$ cat src/rtl/dmem_arbiter.sv
// dmem_arbiter: shares one data-memory port between the pipeline MEM stage (port C) and a
// debug/loader master (port D). C normally wins; D is forced after STARVE_LIMIT consecutive
// C grants while D waits. cpu_stall freezes the pipeline until C's access completes.
// Optional feature: define DMEM_ARB_TIMEOUT_EN to abort accesses whose mem_ready never arrives
// within TIMEOUT cycles (sets sticky err, returns rdata=0).
module dmem_arbiter #(
   parameter int unsigned ADDR_W       = 32,
   parameter int unsigned DATA_W       = 32,
   parameter int unsigned STARVE_LIMIT = 4,
   parameter int unsigned TIMEOUT      = 16
) (
   input  logic              clk,
   input  logic              rst_n,
   // port C: pipeline MEM stage
   input  logic              c_req,
   input  logic              c_we,
   input  logic [ADDR_W-1:0] c_addr,
   input  logic [DATA_W-1:0] c_wdata,
   output logic              c_done,
   output logic [DATA_W-1:0] c_rdata,
   output logic              cpu_stall,
   // port D: debug/loader master
   input  logic              d_req,
   input  logic              d_we,
   input  logic [ADDR_W-1:0] d_addr,
   input  logic [DATA_W-1:0] d_wdata,
   output logic              d_done,
   output logic [DATA_W-1:0] d_rdata,
   // memory side
   output logic              mem_en,
   output logic              mem_we,
   output logic [ADDR_W-1:0] mem_addr,
   output logic [DATA_W-1:0] mem_wdata,
   input  logic [DATA_W-1:0] mem_rdata,
   input  logic              mem_ready,
   output logic              err
);

   localparam int unsigned SW = $clog2(STARVE_LIMIT + 1);
   localparam logic [SW-1:0] StarveMax = SW'(STARVE_LIMIT);

   typedef enum logic [1:0] {StIdle, StAcc, StResp} state_e;

   state_e              state_q, state_d;
   logic                owner_q, owner_d;   // 1: D owns the current access
   logic                we_q, we_d;
   logic [ADDR_W-1:0]   addr_q, addr_d;
   logic [DATA_W-1:0]   wdata_q, wdata_d;
   logic [SW-1:0]       starve_q, starve_d;
   logic [DATA_W-1:0]   c_rdata_q, c_rdata_d;
   logic [DATA_W-1:0]   d_rdata_q, d_rdata_d;

`ifdef DMEM_ARB_TIMEOUT_EN
   localparam int unsigned TW = $clog2(TIMEOUT + 1);
   localparam logic [TW-1:0] TmoLast = TW'(TIMEOUT - 1);
   logic [TW-1:0]       tmo_q, tmo_d;
   logic                err_q, err_d;
`endif

   // State and command registers, synchronous active-low reset
   always_ff @(posedge clk) begin
      if (!rst_n) begin
         state_q   <= StIdle;
         owner_q   <= 1'b0;
         we_q      <= 1'b0;
         addr_q    <= '0;
         wdata_q   <= '0;
         starve_q  <= '0;
         c_rdata_q <= '0;
         d_rdata_q <= '0;
`ifdef DMEM_ARB_TIMEOUT_EN
         tmo_q     <= '0;
         err_q     <= 1'b0;
`endif
      end else begin
         state_q   <= state_d;
         owner_q   <= owner_d;
         we_q      <= we_d;
         addr_q    <= addr_d;
         wdata_q   <= wdata_d;
         starve_q  <= starve_d;
         c_rdata_q <= c_rdata_d;
         d_rdata_q <= d_rdata_d;
`ifdef DMEM_ARB_TIMEOUT_EN
         tmo_q     <= tmo_d;
         err_q     <= err_d;
`endif
      end
   end

   // Next-state: arbitration in idle, wait for memory in access, one response cycle
   always_comb begin
      state_d   = state_q;
      owner_d   = owner_q;
      we_d      = we_q;
      addr_d    = addr_q;
      wdata_d   = wdata_q;
      starve_d  = starve_q;
      c_rdata_d = c_rdata_q;
      d_rdata_d = d_rdata_q;
`ifdef DMEM_ARB_TIMEOUT_EN
      tmo_d     = tmo_q;
      err_d     = err_q;
`endif
      unique case (state_q)
         StIdle: begin
            if (d_req && (!c_req || starve_q == StarveMax)) begin
               owner_d  = 1'b1;
               we_d     = d_we;
               addr_d   = d_addr;
               wdata_d  = d_wdata;
               starve_d = '0;
               state_d  = StAcc;
            end else if (c_req) begin
               owner_d  = 1'b0;
               we_d     = c_we;
               addr_d   = c_addr;
               wdata_d  = c_wdata;
               state_d  = StAcc;
               if (d_req) begin
                  starve_d = (starve_q == StarveMax) ? starve_q : starve_q + 1'b1;
               end else begin
                  starve_d = '0;
               end
            end else begin
               // Reaching here implies d_req is low
               starve_d = '0;
            end
`ifdef DMEM_ARB_TIMEOUT_EN
            tmo_d = '0;
`endif
         end
         StAcc: begin
            if (mem_ready) begin
               if (owner_q) d_rdata_d = mem_rdata;
               else         c_rdata_d = mem_rdata;
               state_d = StResp;
`ifdef DMEM_ARB_TIMEOUT_EN
            end else if (tmo_q == TmoLast) begin
               if (owner_q) d_rdata_d = '0;
               else         c_rdata_d = '0;
               err_d   = 1'b1;
               state_d = StResp;
            end else begin
               tmo_d = tmo_q + 1'b1;
`endif
            end
         end
         StResp: begin
            state_d = StIdle;
         end
         default: begin
            state_d = StIdle;
         end
      endcase
   end

   assign mem_en    = (state_q == StAcc);
   assign mem_we    = mem_en & we_q;
   assign mem_addr  = addr_q;
   assign mem_wdata = wdata_q;

   assign c_done    = (state_q == StResp) & ~owner_q;
   assign d_done    = (state_q == StResp) &  owner_q;
   assign c_rdata   = c_rdata_q;
   assign d_rdata   = d_rdata_q;
   assign cpu_stall = c_req & ~c_done;

`ifdef DMEM_ARB_TIMEOUT_EN
   assign err = err_q;
`else
   assign err = 1'b0;
`endif

endmodule
$ cat config.mk
export PLATFORM = sky130hd
export DESIGN_NAME = dmem_arbiter
export DESIGN_NICKNAME = d
export VERILOG_FILES = /design/src/rtl/dmem_arbiter.sv
export SDC_FILE = /design/constraint.sdc
export NUM_CORES = 1
export LEC_CHECK = 0
export CORE_ASPECT_RATIO = 1.1
export CORE_MARGIN = 3
export CORE_UTILIZATION = 41
export CTS_CLUSTER_SIZE = 25
export DETAILED_ROUTE_END_ITERATION = 8
export PLACE_DENSITY_LB_ADDON = 0.1
export SYNTH_ARGS = -nofsm -noshare
export SYNTH_HDL_FRONTEND = slang
export SYNTH_SLANG_ARGS = --single-unit
$ cat constraint.sdc
create_clock -name clk -period 1.8 [get_ports clk]
set_input_delay 0.45 -clock clk [delete_from_list [all_inputs] [get_ports clk]]
set_output_delay 0.45 -clock clk [all_outputs]
set_load 0.005 [all_outputs]
==> results of run 1 <==
-- final cells by class --
cell class,instances,area (um2),area share [%]
Timing Repair Buffer,330,3390,32.9
Multi-Input combinational cell,488,3320,32.2
Sequential cell,135,2710,26.3
Clock buffer,21,460,4.47
Tap cell,196,245,2.38
Clock inverter,11,171,1.66
Inverter,2,7.51,0.0729
Antenna cell,1,2.50,0.0243
-- power by group through the flow --
| stage | Sequential [mW] | Combinational (mW) | Clock (mW) |
|---|---|---|---|
| 6_report | 3.32 | 1.83 | 3.69 |
| 5_1_grt | 3.34 | 1.97 | 3.90 |
| 4_1_cts | 3.31 | 1.84 | 3.78 |
| 3_5_place_dp | 3.37 | 1.82 | 0 |
| 3_3_place_gp | 3.36 | 1.78 | 0 |
| 2_1_floorplan | 3.38 | 0.757 | 0 |
-- cell usage after synthesis, drive strengths merged (2+ instances only) --
cell | number | share of area, %
and3 | 66 | 6.5
o311a | 65 | 10
buf | 36 | 3.5
o21ai | 2 | 0.16
nand4 | 2 | 0.20
a21boi | 134 | 16
nor2 | 2 | 0.24
o21bai | 65 | 7.7
nand3 | 2 | 0.16
ha | 2 | 0.39
nor2b | 3 | 0.30
inv | 2 | 0.12
clkbuf | 47 | 2.9
dfxtp | 135 | 42
nand2 | 131 | 7.7
-- stage by stage --
step / hold slack (ps) / area (um2) / utilization [%] / setup TNS [ps] / power (mW)
2_1_floorplan: 451 / 6360 / - / 0 / 4.14
3_3_place_gp: 439 / 9620 / 63.7 / -14860 / 5.14
3_5_place_dp: 449 / 9620 / 63.7 / -18510 / 5.19
4_1_cts: 457 / 10300 / 68.0 / 0 / 8.92
5_1_grt: 473 / 10300 / 68.2 / 0 / 9.21
6_report: 451 / 10300 / 68.2 / 0 / 8.84
-- routing by layer --
layer	GRT usage (%)	wire length [um]
met5	0	7
met4	10.6	658
met3	8.27	1670
met2	42.5	10900
met1	26.0	8080
-- timing repair --
item / 4_1_cts / 5_1_grt
pin swaps: 0 / 2
gates resized for setup: 16 / 7
setup buffers: 1 / 1
gates cloned: 0 / 1
setup endpoints to repair: 5 / 5
-- sequential cells by signal, indices dropped and copies added, names as in the netlist --
signal	cells
mem_addr	32
state_q	2
d_rdata	32
we_q	1
c_rdata	32
owner_q	1
mem_wdata	32
starve_q	3
-- cells by family (layout without fill, tap and decap cells) --
logic type	Yosys count	count (layout)	synth area share, %
buffers and inverters	85	364	6.49
AO/OA/AOI/OAI	268	269	34.2
flip-flops	135	135	42.5
adder cells (fa/ha/maj)	2	2	0.393
AND/OR/NAND/NOR	216	216	16.4
other	1	2	0.0589
-- final timing paths --
kind | start | endpoint | slack (ps) | cells after the start
worst max-delay path | mem_addr[2] | mem_addr[2] | 60 | 1
worst max register to register | starve_q[0] | mem_wdata[4] | 100 | 6
worst min-delay path | d_rdata[1] | d_rdata[1] | 450 | 2
worst min register to register | d_rdata[1] | d_rdata[1] | 450 | 2
==> run_results.csv, run 1 <==
group,metric,value,unit
placed_design,place.gp.congestion,0.804,
die,start_util,42.1,%
final_layout,instances_no_fill,1184,
die,fp-row-count,47,
power,power_switching,2.12,mW
drt,via_per_inst,5.46,
yosys,avgSynthCellArea,9.00,um2
final_layout,final_nets,1143,
global_route,grt_overflow,0,
power,power_frac_seq,37.5,%
drt,post_drt_wl_per_cell,18.0,um
placed_design,place_ws,-375,ps
placed_design,port_buffers,299,
min_path,hp-class,"flop to flop",
global_route,grt_max_degree,70,
drt,drc,0,
timing,finalCriticalPeriod,1740,ps
yosys,synthesis.area,0.00636,mm2
timing,max_freq,575,MHz
die,die_y,137,um
power,combinationalPowerShare,20.7,%
critical_path,crit_fanout,2,
yosys,syn_nets,876,
timing,finClkSkew,11.8,ps
cts,htree_levels,4,
drt,first_pass_iters,4,
yosys,postSynth.asyncResetShare,0,%
power,swShare,24.0,%
critical_path,path_cells,"clkdlybuf4s50_1",
critical_path,crit_arrival,1290,ps
die,core_area,0.0151,mm2
timing,finalSetupViolCount,0,
timing,finalHoldViolations,0,
final_layout,area_growth,61.9,%
critical_path,max_stage_delay,560,ps
yosys,syn_inst,707,
critical_path,required,1350,ps
drt,wl,21.3,mm
yosys,seq_area_frac_synth,42.5,%
power,power_leakage,4.12,nW
global_route,first_global_vias,6564,
placed_design,numPlacedInstances,1148,
power,p_clk_share,41.8,%
yosys,ys_warn_count,0,
critical_path,cp-end-kind,"output port",
timing,setup_slack,59.4,ps
drt,ant_nets,0,
drt,vias,6463,
drt,drt-initial-drc-count,474,
cts,path_clk_slew,50,ps
final_layout,nFillCells,1186,
cts,cts_tree,"yes",
status,status,"completed",
power,p_per_area,858,mW/mm2
final_layout,mostFrequentLayoutCells,"clkdlybuf4s50_1, dfxtp_1, nand2_1",
global_route,grt_pass1_wl,33.1,mm
power,internal_power,6.72,mW
global_route,antenna_found_initial,2,
die,die_area,0.0171,mm2
die,io_pins,301,
yosys,synth_edf_count,0,
job,drv_cap,0,
placed_design,dp_hpwl,14.8,mm
final_layout,drive_gt1_share,8.00,%
timing,rsz0062_at_grt,"no",
final_layout,final_common_cell,"clkdlybuf4s50_1",
cts,clockBufferDepth,2,
yosys,synth.distinct_cells,35,
yosys,ys_seq_elements,135,
cts,cts_sinks,135,
cts,cts_made_buffers,17,
critical_path,cp-start-kind,"flop",
timing,drv_slew,0,
critical_path,cp_slowest_cell,"clkdlybuf4s50_1",
cts,insertion_delay,410,ps
cts,hold_buffers,0,
timing,timing.final.crit_share,96.7,%
critical_path,cpLargestDelayFamily,"buffers and inverters",
global_route,gr-usage-all-layers,24.0,%
die,fp.dieW,125,um
critical_path,path_buf_inv,1,
cts,clock-root-buffer,"clkbuf_16",
yosys,synth_flop_cell,"dfxtp_1",
power,vdd_ir_drop_max,0.684,mV
critical_path,worstSetupPathType,"flop to output port",
Note: power is estimated with default switching activity, not from simulation.
==> run 2, diff against run 1 <==
- CTS_BUF_LIST: not set -> sky130_fd_sc_hd__clkbuf_8 sky130_fd_sc_hd__clkbuf_16
- CTS_CLUSTER_SIZE: 25 -> not set
==> run_results.csv, run 2 (synthesis gave the netlist of run 1 again) <==
group,metric,value,unit
status,status,"completed",
die,fp-row-count,47,
global_route,grt_max_degree,70,
drt,drc,0,
final_layout,area_growth,61.9,%
cts,htree_levels,4,
critical_path,cp-end-kind,"output port",
drt,first_pass_iters,4,
timing,finalCriticalPeriod,1740,ps
drt,drt-initial-drc-count,462,
global_route,busiest_layer,"met2",
critical_path,worst-path-stages,1,
critical_path,worstSetupPathType,"flop to output port",
global_route,grt_pass1_wl,33.1,mm
final_layout,final_nets,1143,
cts,path_clk_slew,50,ps
critical_path,cp_slowest_cell,"clkdlybuf4s50_1",
cts,cts_sinks,135,
cts,cts_made_buffers,17,
placed_design,place.gp.congestion,0.804,
power,vdd_ir_drop_max,0.683,mV
timing,drv_slew,0,
power,internal_power,6.71,mW
global_route,grt.met3_usage,8.27,%
power,combinationalPowerShare,20.7,%
critical_path,crit_fanout,2,
critical_path,max_stage_delay,560,ps
die,io_pins,301,
timing,finClkSkew,11.8,ps
timing,whs,451,ps
drt,wl,21.3,mm
drt,ant_nets,0,
power,p_per_area,857,mW/mm2
timing,finalHoldViolations,0,
timing,rsz0062_at_grt,"no",
global_route,gr-usage-all-layers,24.0,%
global_route,grt_overflow,0,
placed_design,port_buffers,299,
timing,fin_setup_tns,0,ps
die,die_y,137,um
critical_path,cp-start-kind,"flop",
min_path,worstHoldPathCells,2,
power,power_frac_seq,37.6,%
critical_path,r2r_cells,6,
cts,insertion_delay,410,ps
final_layout,nFillCells,1186,
drt,via_per_inst,5.45,
placed_design,dp_hpwl,14.8,mm
power,p_clk_share,41.7,%
die,fp.dieW,125,um
critical_path,required,1350,ps
cts,clock-root-buffer,"clkbuf_16",
die,core_area,0.0151,mm2
critical_path,crit_arrival,1290,ps
final_layout,mostFrequentLayoutCells,"clkdlybuf4s50_1, dfxtp_1, nand2_1",
min_path,hp-class,"flop to flop",
cts,hold_buffers,0,
critical_path,path_cells,"clkdlybuf4s50_1",
final_layout,drive_gt1_share,8.00,%
timing,max_freq,575,MHz
global_route,grt_use_met1,26.0,%
timing,finalSetupViolCount,0,
power,power_leakage,4.12,nW
global_route,first_global_vias,6564,
cts,cts_tree,"yes",
drt,vias,6448,
global_route,antenna_found_initial,2,
cts,clockBufferDepth,2,
power,power_switching,2.11,mW
power,swShare,24.0,%
critical_path,cpLargestDelayFamily,"buffers and inverters",
die,die_area,0.0171,mm2
global_route,use_met2,42.5,%
final_layout,final_common_cell,"clkdlybuf4s50_1",
drt,post_drt_wl_per_cell,18.0,um
timing,timing.final.crit_share,96.7,%
die,start_util,42.1,%
critical_path,path_buf_inv,1,
job,drv_cap,0,
-- run 2: cell count changes in the layout (fill, tap and decap cells not counted), sizes merged --
cell	change
clkbuf	-2
inv	+2
-- run 2: power by group through the flow --
stage	clock [mW]	combinational, mW	sequential (mW)
after floorplan	0	0.757	3.38
after global placement	0	1.78	3.36
after detailed placement	0	1.82	3.37
after CTS	3.77	1.84	3.31
after global routing	3.89	1.97	3.34
final	3.68	1.83	3.32
-- run 2: what timing repair did --
item | 4_1_cts | 5_1_grt
gates resized for setup | 16 | 7
pin swaps | 0 | 2
gates cloned | 0 | 1
hold endpoints to repair | 0 | 0
buffers inserted | 1 | 1
setup endpoints to repair | 5 | 5
-- run 2: area by class of cell --
cell class,count,area (um2),area share (%)
Sequential cell,135,2710,26.3
Antenna cell,1,2.50,0.0243
Clock inverter,13,179,1.74
Tap cell,196,245,2.38
Timing Repair Buffer,330,3390,32.9
Inverter,2,7.51,0.0729
Clock buffer,19,453,4.40
Multi-Input combinational cell,488,3320,32.2
-- run 2: metal layers --
layer	vias up	routed length (um)
met5	-	7
met4	2	660
met3	41	1630
met2	251	10900
met1	3062	8060
li1	3092	-
-- run 2: final timing paths --
check / slack (ps) / startpoint / end
setup / recovery: 60 / mem_addr[2] / mem_addr[2]
hold reg to reg: 450 / d_rdata[1] / d_rdata[1]
setup reg to reg: 110 / starve_q[0] / mem_wdata[4]
hold / removal: 450 / d_rdata[1] / d_rdata[1]
-- run 2: metrics by stage --
stage / cell area [um2] / utilization, % / worst slack (ps) / cells / power, mW
floorplan: 6360 / - / 184 / 707 / 4.14
global route: 10300 / 68.2 / 3.68 / 1184 / 9.20
detailed placement: 9620 / 63.7 / -375 / 1148 / 5.19
global placement: 9620 / 63.7 / -317 / 1148 / 5.14
finish: 10300 / 68.2 / 60.0 / 1184 / 8.82
CTS: 10300 / 68.0 / 0.519 / 1181 / 8.91
==> run 3, diff against run 2 <==
- CAP_MARGIN: not set -> 20
==> results of run 3 <==
No change in the layout: final DEF, timing and power equal those of run 2.
